==> src/rtl/xup_tri_bus_pkg.sv <==
// Shared types and helpers for the tri-state bus arbiter.
// Holds the FSM state enum and the round-robin pick function.
package xup_tri_bus_pkg;

  localparam int MAXN = 16;

  typedef enum logic [1:0] {
    IDLE,
    GRANT,
    TURN
  } state_t;

  // First set bit searching ptr, ptr+1, ... wrapping at n.
  function automatic int unsigned rr_pick(
    input logic [MAXN-1:0] req,
    input int unsigned     ptr,
    input int unsigned     n
  );
    int unsigned j;
    int unsigned idx;
    logic        found;
    idx   = 0;
    found = 1'b0;
    for (int unsigned k = 0; k < MAXN; k++) begin
      if (k < n && !found) begin
        j = (ptr + k) % n;
        if (req[j[3:0]]) begin
          found = 1'b1;
          idx   = j;
        end
      end
    end
    return idx;
  endfunction

endpackage

==> src/rtl/xup_rr_picker.sv <==
// Combinational round-robin priority select.
// Returns the winning index and whether any request is set.
module xup_rr_picker
  import xup_tri_bus_pkg::*;
#(
  parameter int NUM_REQ = 4
) (
  input  logic [NUM_REQ-1:0]         i_req,
  input  logic [$clog2(NUM_REQ)-1:0] i_ptr,
  output logic [$clog2(NUM_REQ)-1:0] o_idx,
  output logic                       o_valid
);

  localparam int IW = $clog2(NUM_REQ);

  int unsigned w_pick;

  assign w_pick  = rr_pick(MAXN'(i_req), 32'(i_ptr), NUM_REQ);
  assign o_idx   = IW'(w_pick);
  assign o_valid = |i_req;

endmodule

==> src/rtl/xup_tri_bus_arbiter.sv <==
// Round-robin tri-state bus arbiter with turnaround gap
// and a per-ownership hold limit.
module xup_tri_bus_arbiter
  import xup_tri_bus_pkg::*;
#(
  parameter int NUM_REQ    = 4,
  parameter int TURNAROUND = 1,
  parameter int MAX_HOLD   = 16
) (
  input  logic                       clk,
  input  logic                       reset_n,
  input  logic [NUM_REQ-1:0]         req,
  output logic [NUM_REQ-1:0]         gnt,
  output logic [NUM_REQ-1:0]         bus_en,
  output logic                       busy,
  output logic [$clog2(NUM_REQ)-1:0] owner_id
);

  localparam int IW = $clog2(NUM_REQ);
  localparam int HW =
    (MAX_HOLD < 2) ? 2 : $clog2(MAX_HOLD + 1);
  localparam int TW =
    (TURNAROUND < 2) ? 1 : $clog2(TURNAROUND + 1);
  localparam logic [HW-1:0] HOLD_LIM = HW'(MAX_HOLD);
  localparam logic [HW-1:0] HOLD_SAT = '1;
  localparam logic [TW-1:0] TURN_LIM = TW'(TURNAROUND);

  state_t               r_state, w_state;
  logic [NUM_REQ-1:0]   r_gnt, w_gnt;
  logic [NUM_REQ-1:0]   r_bus_en, w_bus_en;
  logic [IW-1:0]        r_owner, w_owner;
  logic [IW-1:0]        r_ptr, w_ptr;
  logic [HW-1:0]        r_hold, w_hold;
  logic [TW-1:0]        r_turn, w_turn;
  logic [IW-1:0]        w_win;
  logic                 w_valid;
  logic [IW-1:0]        w_win_inc;
  logic                 w_release;

  xup_rr_picker #(
    .NUM_REQ (NUM_REQ)
  ) u_picker (
    .i_req   (req),
    .i_ptr   (r_ptr),
    .o_idx   (w_win),
    .o_valid (w_valid)
  );

  assign w_win_inc = (w_win == IW'(NUM_REQ - 1))
                   ? '0 : w_win + 1'b1;

  assign w_release = !req[r_owner] ||
    ((MAX_HOLD != 0) && (r_hold == HOLD_LIM));

  // Next-state and next-output decode for the bus FSM.
  always_comb begin
    w_state  = r_state;
    w_gnt    = r_gnt;
    w_bus_en = r_bus_en;
    w_owner  = r_owner;
    w_ptr    = r_ptr;
    w_hold   = r_hold;
    w_turn   = r_turn;
    unique case (r_state)
      IDLE: begin
        if (w_valid) begin
          w_state  = GRANT;
          w_gnt    = NUM_REQ'(1) << w_win;
          w_bus_en = NUM_REQ'(1) << w_win;
          w_owner  = w_win;
          w_ptr    = w_win_inc;
          w_hold   = HW'(1);
        end
      end
      GRANT: begin
        if (w_release) begin
          w_state  = TURN;
          w_gnt    = '0;
          w_bus_en = '0;
          w_turn   = TW'(1);
        end else if (r_hold != HOLD_SAT) begin
          w_hold = r_hold + 1'b1;
        end
      end
      TURN: begin
        if (r_turn == TURN_LIM) begin
          w_state = IDLE;
        end else begin
          w_turn = r_turn + 1'b1;
        end
      end
      default: begin
        w_state  = IDLE;
        w_gnt    = '0;
        w_bus_en = '0;
      end
    endcase
  end

  // State and output registers; reset floats the bus at once.
  always_ff @(posedge clk or negedge reset_n) begin
    if (!reset_n) begin
      r_state  <= IDLE;
      r_gnt    <= '0;
      r_bus_en <= '0;
      r_owner  <= '0;
      r_ptr    <= '0;
      r_hold   <= '0;
      r_turn   <= '0;
    end else begin
      r_state  <= w_state;
      r_gnt    <= w_gnt;
      r_bus_en <= w_bus_en;
      r_owner  <= w_owner;
      r_ptr    <= w_ptr;
      r_hold   <= w_hold;
      r_turn   <= w_turn;
    end
  end

  assign gnt      = r_gnt;
  assign bus_en   = r_bus_en;
  assign busy     = (r_state != IDLE);
  assign owner_id = r_owner;

endmodule

==> config.mk <==
export PLATFORM = sky130hd
export DESIGN_NAME = xup_tri_bus_arbiter
export DESIGN_NICKNAME = d
export VERILOG_FILES = /design/src/rtl/xup_tri_bus_pkg.sv /design/src/rtl/xup_rr_picker.sv /design/src/rtl/xup_tri_bus_arbiter.sv
export SDC_FILE = /design/constraint.sdc
export NUM_CORES = 1
export LEC_CHECK = 0
export ABC_CLOCK_PERIOD_IN_PS = 3400
export CAP_MARGIN = 25
export CORE_MARGIN = 3
export CORE_UTILIZATION = 45
export DETAILED_ROUTE_END_ITERATION = 12
export GPL_TIMING_DRIVEN = 0
export PLACE_DENSITY = 0.74
export SETUP_SLACK_MARGIN = 0.1
export SLEW_MARGIN = 20
export SYNTH_ARGS = -nofsm -noshare
export SYNTH_HDL_FRONTEND = slang
export SYNTH_SLANG_ARGS = --single-unit
export TNS_END_PERCENT = 50
==> constraint.sdc <==
create_clock -name clk -period 3.4 [get_ports clk]
set_input_delay 0.68 -clock clk [delete_from_list [all_inputs] [get_ports clk]]
set_output_delay 0.68 -clock clk [all_outputs]
set_load 0.01 [all_outputs]
Word level (Yosys, flattened, before mapping). Index checks and enable logic that the tools add are counted.

Add/subtract/negate cells: 6. $mul: 0. Divide/modulo/power cells: 0. Magnitude comparators: 5. Eq/ne operators: 10. Shift-type cells: 1. Multiplexer cells: 37. Bitwise operators: 1. Reduce and logical (&&, ||, !) cells: 12.

Operators by type and width (count): two-way mux 2 bit (11); < comparator 2 x 5 -> 1 bit (second input constant) (4); two-way mux 5 bit (3); two-way mux 1 bit (12); case mux 4 bit (3 select lines) (1); binary-select mux 1 bit (select 2 bit) (5); case mux 5 bit (2 select lines) (1); two-way mux 4 bit (2); inequality test 2 bit (second input constant) (4); case mux 2 bit (3 select lines) (1); AND reduction 3 bit (2); nonzero test 2 bit (3); adder 5 x 1 -> 5 bit (second input constant) (1); == test 5 bit (second input constant) (1); inequality test 5 bit (second input constant) (1); adder 2 x 1 -> 2 bit (second input constant) (2); adder 2 bit (second input constant) (2); == test 2 bit (second input constant) (2); AND reduction 2 bit (2); AND reduction 4 bit (1); OR reduction 4 bit (1); << shifter 1 x 2 -> 4 bit (first input constant) (1); < comparator 2 x 3 -> 1 bit (second input constant) (1); == test 2 x 1 -> 1 bit (second input constant) (1); other kinds (7) (7).

Register bits: 16. Bits in latches: 0. Memory bits (writable): 0. Memory bits (read-only): 0. Word-level logic and storage cells: 78. Memories: 0.

Logic depth before layout (Yosys ltp).
Word-level depth: 12. Depth in mapped cells: 7. Gate-level depth less buffers: 7.

By module. From an unflattened synthesis, not the netlist that was laid out.

Cells, all modules: 96. Area, all modules: 973.4 um^2.

Modules (own cells, without submodules): xup_tri_bus_arbiter (times used 1, cells an instance 83, area an instance 895.9 um^2, sequential area each 400.4 um^2); xup_rr_picker (times used 1, cells an instance 13, area an instance 77.6 um^2, sequential area each 0.0 um^2).

Worst setup path after synthesis. Ideal clock, no wire load.

Kind: input -> register. Start point: input req[2]. End point: register r_bus_en[0] (netlist: bus_en[0]). Setup time: 123 ps. Data arrival time: 1692 ps. Data required time: 3277 ps. Path slack: 1586 ps. Stages on the path: 7. Path buffers: 0. Path through: mux2i_1 -> nor2_1 -> nor3_1 -> inv_1 -> ha_1 -> mux2i_1 -> o2bb2ai_1.

Word-level cells in the longest chain between the ends: 12.

Ends and longest elaborated chain: from (decl) (line xup_tri_bus_arbiter.sv:12) `input logic [NUM_REQ-1:0] req,`; binary-select mux 1 bit (select 2 bit) (line xup_tri_bus_pkg.sv:27) `if (req[j[3:0]]) begin`; two-way mux 1 bit (implied by the code) (line xup_tri_bus_pkg.sv:27); two-way mux 2 bit (2 in series) (line xup_tri_bus_pkg.sv:27); two-way mux 2 bit (line xup_tri_bus_pkg.sv:25) `if (k < n && !found) begin`; two-way mux 2 bit (line xup_tri_bus_pkg.sv:27); two-way mux 2 bit (line xup_tri_bus_pkg.sv:25); two-way mux 2 bit (line xup_tri_bus_pkg.sv:27); two-way mux 2 bit (*) (line xup_tri_bus_pkg.sv:25); named net u_picker.o_idx[0] (line xup_rr_picker.sv:10) `output logic [$clog2(NUM_REQ)-1:0] o_idx,`; << shifter 1 x 2 -> 4 bit (*) (line xup_tri_bus_arbiter.sv:69) `w_bus_en = NUM_REQ'(1) << w_win;`; two-way mux 4 bit (*) (line xup_tri_bus_arbiter.sv:66) `if (w_valid) begin`; case mux 4 bit (3 select lines) (*) (line xup_tri_bus_arbiter.sv:64) `unique case (r_state)`; to (signal assigned) (line xup_tri_bus_arbiter.sv:113) `r_bus_en <= w_bus_en;`; to (decl) (line xup_tri_bus_arbiter.sv:30) `logic [NUM_REQ-1:0] r_bus_en, w_bus_en;`.

The timed path passes the listed nets; every way through them passes the cells marked *. The select of a mux whose other input is x is not followed. A chain may end at the register's enable or synchronous reset.

Worst setup path after layout.
Start point: register r_state[0]. End point: output busy.

Word-level cells in the longest chain between the ends: 1.

Ends and longest elaborated chain: from (decl) (line xup_tri_bus_arbiter.sv:28) `state_t r_state, w_state;`; from (signal assigned) (line xup_tri_bus_arbiter.sv:111) `r_state <= w_state;`; nonzero test 2 bit (line xup_tri_bus_arbiter.sv:123) `assign busy = (r_state != IDLE);`; to (decl) (line xup_tri_bus_arbiter.sv:15) `output logic busy,`.

Every way passes these cells.

==> results.tsv <==
stage	metric	value	unit
yosys	synth_edf_count	0	
grt	antenna_found_initial	0	
yosys	synth.distinct_cells	28	
worst_setup_path	r2r_slack	1570	ps
floorplan	core.rowCount	16	
worst_setup_path	worst_ep_required_time	2720	ps
cells_and_area	finalNonFillerCells	141	
power	p_int	0.000619	W
cts	clk-insertion-delay-late	280	ps
worst_setup_path	path_class	reg2out	
timing	fin_tns_setup	0	ps
min_path	hold_start	r_turn	
detailed_routing	drt_iter0_markers	3	
yosys	ys_top_cells_by_count	dfrtp_1, nand2_1, mux2i_1	
detailed_routing	route.detailed.drc	0	
worst_setup_path	crit_chain	or2_2 > clkdlybuf4s50_1	
power	power_density	848	nW/um^2
worst_setup_path	worstRegToRegCells	7	
yosys	ys_async_sr_fraction	1.00	
timing	max_slew_margin	0.529	
cells_and_area	syn_to_final_growth	24.2	%
worst_setup_path	worstSetupStartpointType	register	
cts	holdBufCountCts	0	
yosys	yosysSeqAreaShare	0.420	
power	swShare	0.383	
detailed_routing	ant_nets	0	
floorplan	start_util	0.480	
power	leakage	0.593	nW
yosys	syn_area_per_cell	10.1	sq um
floorplan	die_w	52	um
floorplan	core_area	1980	sq um
worst_setup_path	crit_path_end_kind	output port	
yosys	yosys-top-cells-area	dfrtp_1, mux2i_1, ha_1	
timing	fmax	444	MHz
worst_setup_path	timing.critical_path.from	r_state[0]	
yosys	yosysWarnings	0	
power	pwr-share-seq	0.345	
placed_design	dp.cells	137	
timing	fin_crit	2250	ps
timing	fin_skew	0.531	ps
min_path	hold_class	reg2reg	
timing	period_share	0.663	
timing	finalSetupViolCount	0	
cts	numCtsBuffers	3	
yosys	yosysTopAreaCellShare	0.420	
min_path	whs_path_depth	1	
floorplan	io_pins	17	
yosys	synth_ff_type	dfrtp_1	
detailed_routing	drtPass1Iterations	4	
detailed_routing	wl_per_cell	12.8	um
detailed_routing	avgViaCountPerCell	4.96	
placed_design	io_buffers	16	
floorplan	dieArea	2700	sq um
cts	cts_resized	0	
worst_setup_path	rr_startpoint	r_ptr[1]	
grt	first_global_vias	739	
cts	root_buffer	clkbuf_4	
yosys	synth-seq-cells	16	
power	power.switching	0.000385	W
power	clkPwrFrac	0.123	
grt	overflow	0	
outcome	status	finished, final reports clean	
worst_setup_path	crit_arrival	1570	ps
power	power_frac_comb	0.532	
grt	grt_pass1_wl	3190	um
yosys	syn_area	952	sq um
placed_design	dp_hpwl	1400	um
cts	cts_setup_buffers	0	
cells_and_area	nets	128	
yosys	synth_nets	107	
worst_setup_path	max_stage_delay	490	ps
yosys	yosysMostFrequentCell	dfrtp_1	
cts	cts_num_sinks	16	
worst_setup_path	crit_slowest_cell	clkdlybuf4s50_1	
power	ir_drop	405	uV
detailed_routing	num_vias	700	
timing	final-hold-violation-count	0	
cts	cts_tree	done	
timing	worstMarginPinSlew	705	ps
run	cap_violations	0	
yosys	yosys.area.top_type	dfrtp_1	
grt	grt_max_degree	17	
worst_setup_path	critPathMaxFanout	8	
cells_and_area	final_layout_size_suffix_gt1_frac	0.132	
timing	slew_violations	0	
cts	cts.clk_slew.worst_paths	90	ps
cts	clock_path_buffers	2	
placed_design	gp_congestion	0.833	
yosys	synthCells	94	
cells_and_area	antennaDiodeCount	0	
floorplan	die_y	52	um
detailed_routing	totalWireLength	1800	um
timing	rsz0062_at_grt	false	
cts	h-tree-depth	1	
grt	grt_usage	0.160	
-- flip-flops by register name, summed over array words and instances, names as in the netlist --
signal,flops
r_ptr,2
bus_en,4
r_turn,1
r_hold,5
owner_id,2
r_state,2
-- final timing paths --
| path | to |
|---|---|
| hold / removal | r_state[1] |
| hold reg to reg | r_state[1] |
| min in group asynchronous | owner_id[1] |
| setup reg to reg | bus_en[2] |
| max in group asynchronous | r_hold[1] |
| setup / recovery | busy |
-- cell families (layout without fill, tap and decap cells) --
kind of cell	count (synthesis)	after routing	share of synthesized area
AO/OA/AOI/OAI	14	14	0.0972
XOR/XNOR	1	1	0.00920
adder cells (fa/ha/maj)	7	7	0.0920
buffers and inverters	13	33	0.0683
flip-flops	16	16	0.420
multiplexers	10	10	0.118
AND/OR/NAND/NOR	33	33	0.195
-- metal layers --
layer  part of all wire  vias up  track usage
met5                  0        -            0
met4              0.012        0       0.0524
met3              0.019        4       0.0258
met2               0.50        9        0.278
met1               0.47      326        0.200
li1                   -      361            -
-- cell type report --
class / instances / area, sq um
clock buffer: 4 / 36.3
sequential: 16 / 400
buffer: 5 / 35.0
fill: 168 / 800
tap: 27 / 33.8
inverter: 8 / 30.0
timing repair buffer: 16 / 160
multi-input combinational: 65 / 487
-- metrics by stage --
stage / setup slack (ps) / utilization / cell area, sq um / hold WS, ps / total power (W)
6_report: 1150 / 0.597 / 1180 / 455 / 0.00100
3_5_place_dp: 877 / 0.578 / 1150 / 438 / 0.000889
4_1_cts: 1130 / 0.597 / 1180 / 449 / 0.00102
5_1_grt: 916 / 0.597 / 1180 / 481 / 0.00110
2_1_floorplan: 1590 / - / 952 / 384 / 0.000682
3_3_place_gp: 916 / 0.578 / 1150 / 432 / 0.000872
-- placed cells by master (no fill, tap or decap), types with 2 or more instances in the layout --
cell type,instances
buf_4,4
a21oi_1,4
clkbuf_4,3
nand3_1,2
inv_1,8
and3_1,2
o21ai_0,2
dfrtp_1,16
nor2_1,7
nand2_1,10
mux2i_1,9
o22ai_1,2
o2bb2ai_1,4
ha_1,7
nand2b_1,2
clkdlybuf4s50_1,16
nor2b_4,2
-- critical path, delay by kind of cell (launching register included) --
kind | cells | cell delay (ps)
DFF | 1 | 460
and+or+nand+nor | 1 | 350
buffers and inverters | 1 | 490
-- power groups by stage --
stage | Sequential, W | Clock (W) | Combinational (W)
after floorplan | 0.000346 | 0 | 0.000336
after global placement | 0.000344 | 0 | 0.000528
after detailed placement | 0.000349 | 0 | 0.000540
after CTS | 0.000346 | 0.000127 | 0.000542
after global routing | 0.000361 | 0.000139 | 0.000595
final | 0.000346 | 0.000124 | 0.000533
(Power assumes the default switching activity.)
